==> src/rtl/pingpong_pkg.sv <==
// Shared types and constants for the ping-pong bank read controller.
package pingpong_pkg;

  typedef enum logic [1:0] {
    ST_IDLE = 2'd0,
    ST_RD_A = 2'd1,
    ST_RD_B = 2'd2
  } pp_state_e;

  localparam logic BANK_A = 1'b0;
  localparam logic BANK_B = 1'b1;

  function automatic pp_state_e rd_state_for(input logic bank);
    return (bank == BANK_A) ? ST_RD_A : ST_RD_B;
  endfunction

endpackage

==> src/rtl/pp_skid_buf.sv <==
// Two-entry output FIFO holding {last, data} words between the bank read port
// and the ready/valid stream; output data reads as zero while empty.
module pp_skid_buf
  import pingpong_pkg::*;
#(
  parameter int WIDTH = 17
) (
  input  logic             rd_clk,
  input  logic             rst,
  input  logic             push,
  input  logic [WIDTH-1:0] push_data,
  input  logic             pop,
  output logic [WIDTH-1:0] out_data,
  output logic             out_valid,
  output logic [1:0]       count
);

  logic [WIDTH-1:0] mem [2];
  logic             wr_ptr;
  logic             rd_ptr;
  logic [1:0]       cnt_q;
  logic             pop_ok;

  assign out_valid = (cnt_q != 2'd0);
  assign pop_ok    = pop & out_valid;
  assign count     = cnt_q;
  assign out_data  = out_valid ? mem[rd_ptr] : '0;

  always_ff @(posedge rd_clk) begin
    if (rst) begin
      mem[0] <= '0;
      mem[1] <= '0;
      wr_ptr <= 1'b0;
      rd_ptr <= 1'b0;
      cnt_q  <= 2'd0;
    end else begin
      if (push) begin
        mem[wr_ptr] <= push_data;
        wr_ptr      <= ~wr_ptr;
      end
      if (pop_ok) rd_ptr <= ~rd_ptr;
      cnt_q <= cnt_q + 2'(push) - 2'(pop_ok);
    end
  end

endmodule

==> src/rtl/pingpong_rd_ctrl.sv <==
// Reader side of a ping-pong buffer: drains full banks A/B alternately into a
// ready/valid stream, releasing each bank with a one-cycle bank_done pulse.
//
//   state   | meaning
//   --------+----------------------------------------------------------
//   ST_IDLE | waiting for bank_full on the bank named by the pointer
//   ST_RD_A | strobing bank A addresses 0..DEPTH-1
//   ST_RD_B | strobing bank B addresses 0..DEPTH-1
module pingpong_rd_ctrl
  import pingpong_pkg::*;
#(
  parameter int DATA_SIZE = 16,
  parameter int ADDR_SIZE = 4
) (
  input  logic                 rd_clk,
  input  logic                 rst,
  input  logic [1:0]           bank_full,
  output logic [1:0]           bank_done,
  output logic                 rd_en_a,
  output logic                 rd_en_b,
  output logic [ADDR_SIZE-1:0] rd_addr,
  input  logic [DATA_SIZE-1:0] dout_a,
  input  logic [DATA_SIZE-1:0] dout_b,
  output logic [DATA_SIZE-1:0] m_data,
  output logic                 m_valid,
  input  logic                 m_ready,
  output logic                 m_last,
  output logic                 busy
);

  pp_state_e            state_q, state_d;
  logic                 ptr_q, ptr_d;
  logic [ADDR_SIZE-1:0] addr_q;
  logic                 inflight_q;
  logic                 inflight_last_q;
  logic                 inflight_bank_q;
  logic [1:0]           bank_done_q;
  logic                 strobe;
  logic                 last_rd;
  logic                 pop;
  logic [1:0]           fifo_cnt;
  logic [2:0]           slots_used;
  logic [DATA_SIZE:0]   push_word;
  logic [DATA_SIZE:0]   out_word;

  assign pop = m_valid & m_ready;
  // A word leaving this cycle frees its slot, which keeps one word per cycle.
  assign slots_used = 3'(fifo_cnt) + 3'(inflight_q) - 3'(pop);

  always_comb begin
    state_d = state_q;
    ptr_d   = ptr_q;
    strobe  = 1'b0;
    last_rd = 1'b0;
    rd_en_a = 1'b0;
    rd_en_b = 1'b0;
    case (state_q)
      ST_IDLE: begin
        if (bank_full[ptr_q]) state_d = rd_state_for(ptr_q);
      end
      ST_RD_A, ST_RD_B: begin
        strobe  = (slots_used < 3'd2);
        rd_en_a = strobe && (state_q == ST_RD_A);
        rd_en_b = strobe && (state_q == ST_RD_B);
        last_rd = strobe && (addr_q == '1);
        if (last_rd) begin
          ptr_d   = ~ptr_q;
          state_d = bank_full[~ptr_q] ? rd_state_for(~ptr_q) : ST_IDLE;
        end
      end
      default: state_d = ST_IDLE;
    endcase
  end

  always_ff @(posedge rd_clk) begin
    if (rst) begin
      state_q         <= ST_IDLE;
      ptr_q           <= BANK_A;
      addr_q          <= '0;
      inflight_q      <= 1'b0;
      inflight_last_q <= 1'b0;
      inflight_bank_q <= BANK_A;
      bank_done_q     <= 2'b00;
    end else begin
      state_q         <= state_d;
      ptr_q           <= ptr_d;
      if (strobe) addr_q <= addr_q + 1'b1;
      inflight_q      <= strobe;
      inflight_last_q <= last_rd;
      inflight_bank_q <= (state_q == ST_RD_B) ? BANK_B : BANK_A;
      bank_done_q     <= last_rd ? ((state_q == ST_RD_A) ? 2'b01 : 2'b10) : 2'b00;
    end
  end

  assign push_word = {inflight_last_q, (inflight_bank_q == BANK_B) ? dout_b : dout_a};

  pp_skid_buf #(
    .WIDTH(DATA_SIZE + 1)
  ) u_obuf (
    .rd_clk   (rd_clk),
    .rst      (rst),
    .push     (inflight_q),
    .push_data(push_word),
    .pop      (m_ready),
    .out_data (out_word),
    .out_valid(m_valid),
    .count    (fifo_cnt)
  );

  assign m_data    = out_word[DATA_SIZE-1:0];
  assign m_last    = out_word[DATA_SIZE];
  assign rd_addr   = addr_q;
  assign bank_done = bank_done_q;
  assign busy      = (state_q != ST_IDLE) || (fifo_cnt != 2'd0);

endmodule

==> config.mk <==
export PLATFORM = sky130hd
export DESIGN_NAME = pingpong_rd_ctrl
export DESIGN_NICKNAME = d
export VERILOG_FILES = /design/src/rtl/pingpong_pkg.sv /design/src/rtl/pp_skid_buf.sv /design/src/rtl/pingpong_rd_ctrl.sv
export SDC_FILE = /design/constraint.sdc
export NUM_CORES = 1
export LEC_CHECK = 0
export ABC_AREA = 1
export ABC_CLOCK_PERIOD_IN_PS = 3400
export CAP_MARGIN = 10
export CORE_ASPECT_RATIO = 1.2
export CORE_UTILIZATION = 48
export DETAILED_ROUTE_END_ITERATION = 10
export PLACE_DENSITY = 0.79
export SYNTH_ARGS = -nofsm -noshare
export SYNTH_HDL_FRONTEND = slang
export SYNTH_SLANG_ARGS = --single-unit
==> constraint.sdc <==
create_clock -name rd_clk -period 3.4 [get_ports rd_clk]
set_clock_uncertainty 0.15 [all_clocks]
set_input_delay 0.68 -clock rd_clk [delete_from_list [all_inputs] [get_ports rd_clk]]
set_output_delay 0.68 -clock rd_clk [all_outputs]
set_load 0.05 [all_outputs]
# After elaboration in Yosys (flattened, before gate mapping)
# Memory sizes are Yosys's and may differ from the RTL's. A register that Yosys moved wholly into a read port is not among the register bits.
# Index checks and enable logic that the tools add are counted.
# word_totals
regBits	16
mem_bits_rw	34
inputBits	37
mem_count	1
output_inout_bits	27
elab_cells	69
# classes
n_bitwise	5
eq_ne	5
magnitude_cmp	3
addsub	5
muxes	28
reduce_logical	12
# memory_table
memory	words	word_bits	read_ports	rd_clocked_by_memory_dff	wr	line_no	text
u_obuf.mem	2	17	1	1	2	pp_skid_buf.sv:18	logic [WIDTH-1:0] mem [2];
# op_table
cell	n
$mux W17	2
$mux W1	18
$reduce_or A17 Y1	1
$mux W16	1
$mux W2	6
$add A4 B1 Y4 const B	1
$eq A4 B4 Y1 const B	1
$lt A1 B2 Y1 const B	2
$ne A2 B2 Y1 const B	2
$not A1 Y1	4
$pmux W2 S2	1
$reduce_and A2 Y1	2
$reduce_bool A2 Y1	2
$reduce_or A2 Y1	2
$add A2 B1 Y3	1
$logic_and A1 B1 Y1	3
$lt A3 B2 Y1 const B	1
$sub A3 B1 Y3	1
$add A2 B1 Y2	1
$eq A2 B1 Y1 const B	1
$eq A2 B2 Y1 const B	1
$logic_not A2 Y1	1
$sub A2 B1 Y2	1
$and A1 B1 Y1	1
$logic_or A1 B1 Y1	1

# Logic depth before layout (Yosys ltp)
# logic_depth
depth_word	8
depth_mapped	16

# By module
# Synthesis repeated with hierarchy kept, for this count alone.
# hier_totals
cells_unflattened	288
area_unflattened_um2	2611.3
# by_module_without_submodules
mod	seq_area_each_um2	cells_each	n_inst	area_per_inst_um2
pp_skid_buf	1121.1	181	1	1754.2
pingpong_rd_ctrl	240.2	107	1	857.1

# Worst setup path before layout
# Ideal clock, no wire load.
# synth_path
path_type	register -> output
from	register u_obuf.cnt_q[1] (netlist: u_obuf.count[1])
to	output port rd_en_a
required_ns	2.570
arrival_time_ns	2.885
stages_incl_launch_ff	12
setup_slack_ns	-0.315
path_buffers	0
path_cell_list	dfxtp_1 > nor2_4 > inv_1 > nand2_1 > inv_1 > ha_1 > inv_1 > ha_1 > fa_1 > a21oi_1 > nand3_2 > nor2_1
# synth_via
elab_chain_cells	6
# synth_lines
element	line_no	text
from (decl)	pp_skid_buf.sv:21	logic [1:0] cnt_q;
from (signal assigned)	pp_skid_buf.sv:42	cnt_q <= cnt_q + 2'(push) - 2'(pop_ok);
$reduce_bool A2 Y1	pp_skid_buf.sv:24	assign out_valid = (cnt_q != 2'd0);
net m_valid	pingpong_rd_ctrl.sv:25	output logic m_valid,
$and A1 B1 Y1	pingpong_rd_ctrl.sv:46	assign pop = m_valid & m_ready;
net pop	pingpong_rd_ctrl.sv:40	logic pop;
$sub A3 B1 Y3	pingpong_rd_ctrl.sv:48	assign slots_used = 3'(fifo_cnt) + 3'(inflight_q) - 3'(pop);
net slots_used[1]	pingpong_rd_ctrl.sv:42	logic [2:0] slots_used;
$lt A3 B2 Y1	pingpong_rd_ctrl.sv:62	strobe = (slots_used < 3'd2);
$logic_and A1 B1 Y1	pingpong_rd_ctrl.sv:63	rd_en_a = strobe && (state_q == ST_RD_A);
$mux W1	pingpong_rd_ctrl.sv:57	case (state_q)
to (decl)	pingpong_rd_ctrl.sv:19	output logic rd_en_a,
# The timed path passes the listed nets, and every way through them passes these cells.

# Worst setup path in the final report
# layout_path
from	register u_obuf.cnt_q[0] (netlist: u_obuf.count[0])
to	output port rd_en_b
# layout_via
elab_chain_cells	6
# layout_lines
element	line_no	text
$reduce_bool A2 Y1	pp_skid_buf.sv:24	
$and A1 B1 Y1	pingpong_rd_ctrl.sv:46	
net pop	pingpong_rd_ctrl.sv:40	
$sub A3 B1 Y3	pingpong_rd_ctrl.sv:48	
net slots_used[1]	pingpong_rd_ctrl.sv:42	
$lt A3 B2 Y1	pingpong_rd_ctrl.sv:62	
$logic_and A1 B1 Y1	pingpong_rd_ctrl.sv:64	rd_en_b = strobe && (state_q == ST_RD_B);
$mux W1	pingpong_rd_ctrl.sv:57	
to (decl)	pingpong_rd_ctrl.sv:20	output logic rd_en_b,
# The timed path passes the listed nets, and every way through them passes these cells.

==> results.cfg <==
[outcome]
status = finished clean

[drt]
first_pass_iters = 4
wl_per_cell_um = 13.4
dr.first_iter.drc_count = 107
num_vias = 2090
drcViolationCount = 0
wl_um = 5530
routed_via_density = 5.07
ant_nets = 0

[clock_tree]
ctsHoldBuffers = 0
htreeDepth = 2
cts_buffers = 5
cts-root-buf = clkbuf_8
clk_latency_ns = 0.30
clkSinkCount = 51
clock_tree.buffer_depth = 2
cts.clk_slew.worst_paths_ns = 0.09
cts_tree = built

[layout]
final_area_sq_mm = 0.00348
ff_latch_area_sq_mm = 0.00137
syn2layout_area_growth_pct = 42.9
fin_util_pct = 70.9
antenna_cells = 0
multi_input_area_sq_um = 993
drive_gt1_share_pct = 21.0
nets = 396
n_fill_cell = 370

[grt]
grt_overflow = 0
antenna_found_initial = 0
grt_pass1_wl_um = 8620
grt_max_degree = 19
grt_use_total_pct = 22.1
grt_pass1_vias = 2015

[synth]
synth_area_per_cell_sq_um = 9.36
synth_most_common_cell = nand2_1
yosysTopAreaCell = edfxtp_1
ys.flop_type = edfxtp_1
async_flop_share_pct = 0
seq_area_frac_synth_pct = 56.0
yosys_warnings = 0
synthesis.area_sq_mm = 0.00243
synth_nets = 305
synthTopCellsByArea = edfxtp_1 (42%), dfxtp_1 (14%), nand2_1 (8.3%)
netlist_instances = 260
ys_seq_elements = 51
synth_common_cells = nand2_1 (54), nor2_1 (49), edfxtp_1 (34)
synth_top_area_share_pct = 42.0
synth_cell_types = 23
synth_edf_count = 34

[sta]
slew_violations = 0
hold_slack_ns = 0.334
max_freq_mhz = 301
max_slew_margin_pct = 32.9
finalCritPeriodShare_pct = 97.8
finalCriticalPeriod_ns = 3.32
fin_setup_tns_ns = 0
worstMarginPinSlew_ns = 1.00
setup-violations-final = 0
hold_viol = 0

[power]
p_sw_mw = 1.20
power.leakage_nw = 1.39
seqPwrFrac_pct = 29.8
netSwitchingFraction_pct = 42.9
pwr-share-comb_pct = 55.8
p_per_area_mw_per_mm2 = 805
clkPwrFrac_pct = 14.4
internal_power_mw = 1.60
vdd_drop_max_uv = 489
fin_total_pwr_mw = 2.80

[floorplanning]
start_util_pct = 49.6
rows = 28
core-area_sq_mm = 0.00490
ios = 64
die-area_sq_mm = 0.00536
die_h_um = 80.0
die_w_um = 67.0

[placed_design]
placed_cell_area_sq_mm = 0.00316
place_hpwl_um = 3600
gp_congestion = 0.734
port_buffers = 63

[critical_path]
arrival_ns = 2.49
worstSetupPathType = reg2out
rrSetupSlack_ns = 0.10
max_stage_delay_ns = 0.49
worstRegToRegCells = 24
cp_slowest_cell = fa_1
endpoint_kind = output port
worst_setup_path_start_kind = flop
r2r_end = u_obuf.rd_ptr$_SDFFE_PP0P_
crit_fanout = 3
path_cells = nor2_4, inv_2, nand2_2, inv_2, ha_4, inv_1, ha_2, fa_1, a21oi_2, nand3_4, nor2_4, buf_12
cp_data_required_time_ns = 2.57
reg2reg_from = u_obuf.count[0]$_SDFF_PP0_

[hold_path]
hold_depth = 2
hold_end = rd_addr[3]$_SDFFE_PP0P_
hold_path_class = reg2reg
hp-start = rd_addr[3]$_SDFFE_PP0P_

[run]
max-cap-violations = 0
-- power groups by stage --
| stage | combinational [mW] | clock (mW) | sequential (mW) |
|---|---|---|---|
| after CTS | 1.48 | 0.410 | 0.830 |
| after detailed placement | 1.28 | 0 | 0.843 |
| after global placement | 1.26 | 0 | 0.838 |
| after global routing | 1.69 | 0.432 | 0.843 |
| after floorplan | 0.863 | 0 | 0.834 |
| final | 1.56 | 0.403 | 0.833 |
-- logic make-up (layout without fill, tap and decap cells) --
logic type / count (synthesis) / in the layout / synth area share, %
multiplexers: 16 / 16 / 6.58
adder cells (fa/ha/maj): 8 / 8 / 4.42
flip-flops: 51 / 51 / 56.0
AND/OR/NAND/NOR: 121 / 121 / 20.9
buffers and inverters: 33 / 125 / 5.61
AO/OA/AOI/OAI: 31 / 31 / 6.53
-- cells in the final DEF (no fill, tap or decap) --
master / netlist / final
a21oi_1: 27 / 25
a21oi_2: 1 / 3
buf_12: 0 / 2
buf_4: 1 / 41
bufinv_16: 0 / 1
clkbuf_2: 0 / 1
clkbuf_8: 0 / 5
clkdlybuf4s50_1: 0 / 49
clkinv_1: 1 / 2
clkinv_2: 0 / 1
dfxtp_1: 17 / 15
dfxtp_2: 0 / 1
dfxtp_4: 0 / 1
edfxtp_1: 34 / 34
fa_1: 1 / 1
ha_1: 7 / 5
ha_2: 0 / 1
ha_4: 0 / 1
inv_1: 22 / 20
inv_2: 1 / 3
mux2i_1: 16 / 16
nand2_1: 54 / 53
nand2_2: 3 / 4
nand3_1: 7 / 7
nand3_2: 2 / 1
nand3_4: 0 / 1
nand3b_1: 1 / 1
nor2_1: 49 / 47
nor2_2: 2 / 2
nor2_4: 2 / 4
nor3_1: 1 / 1
o21ai_0: 3 / 2
o21ai_4: 0 / 1
-- registers in the layout, indices dropped and copies added (netlist names), named ones only --
name,cells
bank_done,2
inflight_q,1
inflight_bank_q,1
ptr_q,1
u_obuf.count,2
u_obuf.mem,34
u_obuf.rd_ptr,1
rd_addr,4
u_obuf.wr_ptr,1
inflight_last_q,1
state_q,2
-- layout make-up --
type                            count  share of cell area (%)
Tap cell                           60                    2.16
Multi-Input combinational cell    176                    28.6
Clock buffer                        5                    1.98
Timing Repair Buffer               93                    24.3
Inverter                           24                    2.59
Sequential cell                    51                    39.3
Clock inverter                      3                    1.12
-- critical path: cells and delay by family (launching register included) --
kind / cells / cell delay [ns]
adders and majority gates: 3 / 0.91
and+or+nand+nor: 4 / 0.44
DFF: 1 / 0.34
buffers and inverters: 4 / 0.29
AOI/OAI and AO/OA: 1 / 0.21
-- repair_timing --
| item | 4_1_cts | 5_1_grt |
|---|---|---|
| endpoints found under the hold margin | 0 | 0 |
| resized for setup | 7 | 12 |
| setup buffers | 20 | 2 |
| endpoints found under the setup margin | 2 | 4 |
| pin swaps | 5 | 5 |
-- per-stage QoR --
| step | setup WS, ns | cells |
|---|---|---|
| finish | 0.0758 | 412 |
| global route | -0.0595 | 412 |
| CTS | 0.0182 | 411 |
| detailed placement | -0.270 | 383 |
| global placement | -0.216 | 383 |
| floorplan | -0.105 | 260 |
-- worst max-delay path by stage --
stage                                     from      end  slack [ns]  cells after the start
finish              u_obuf.count[0]$_SDFF_PP0_  rd_en_b        0.08                     12
global route        u_obuf.count[0]$_SDFF_PP0_  rd_en_b       -0.06                     12
CTS                 u_obuf.count[1]$_SDFF_PP0_  rd_en_b        0.02                     12
detailed placement                     m_ready  rd_en_a       -0.27                     11
global placement                       m_ready  rd_en_a       -0.22                     11
floorplan           u_obuf.count[1]$_SDFF_PP0_  rd_en_a       -0.11                     11
-- layer usage --
layer	GRT usage [%]	wire, um
met5	0	0
met4	11.3	167
met1	21.7	2010
met3	4.00	249
met2	42.4	3110
No activity file was read; power rests on OpenSTA's default activity.
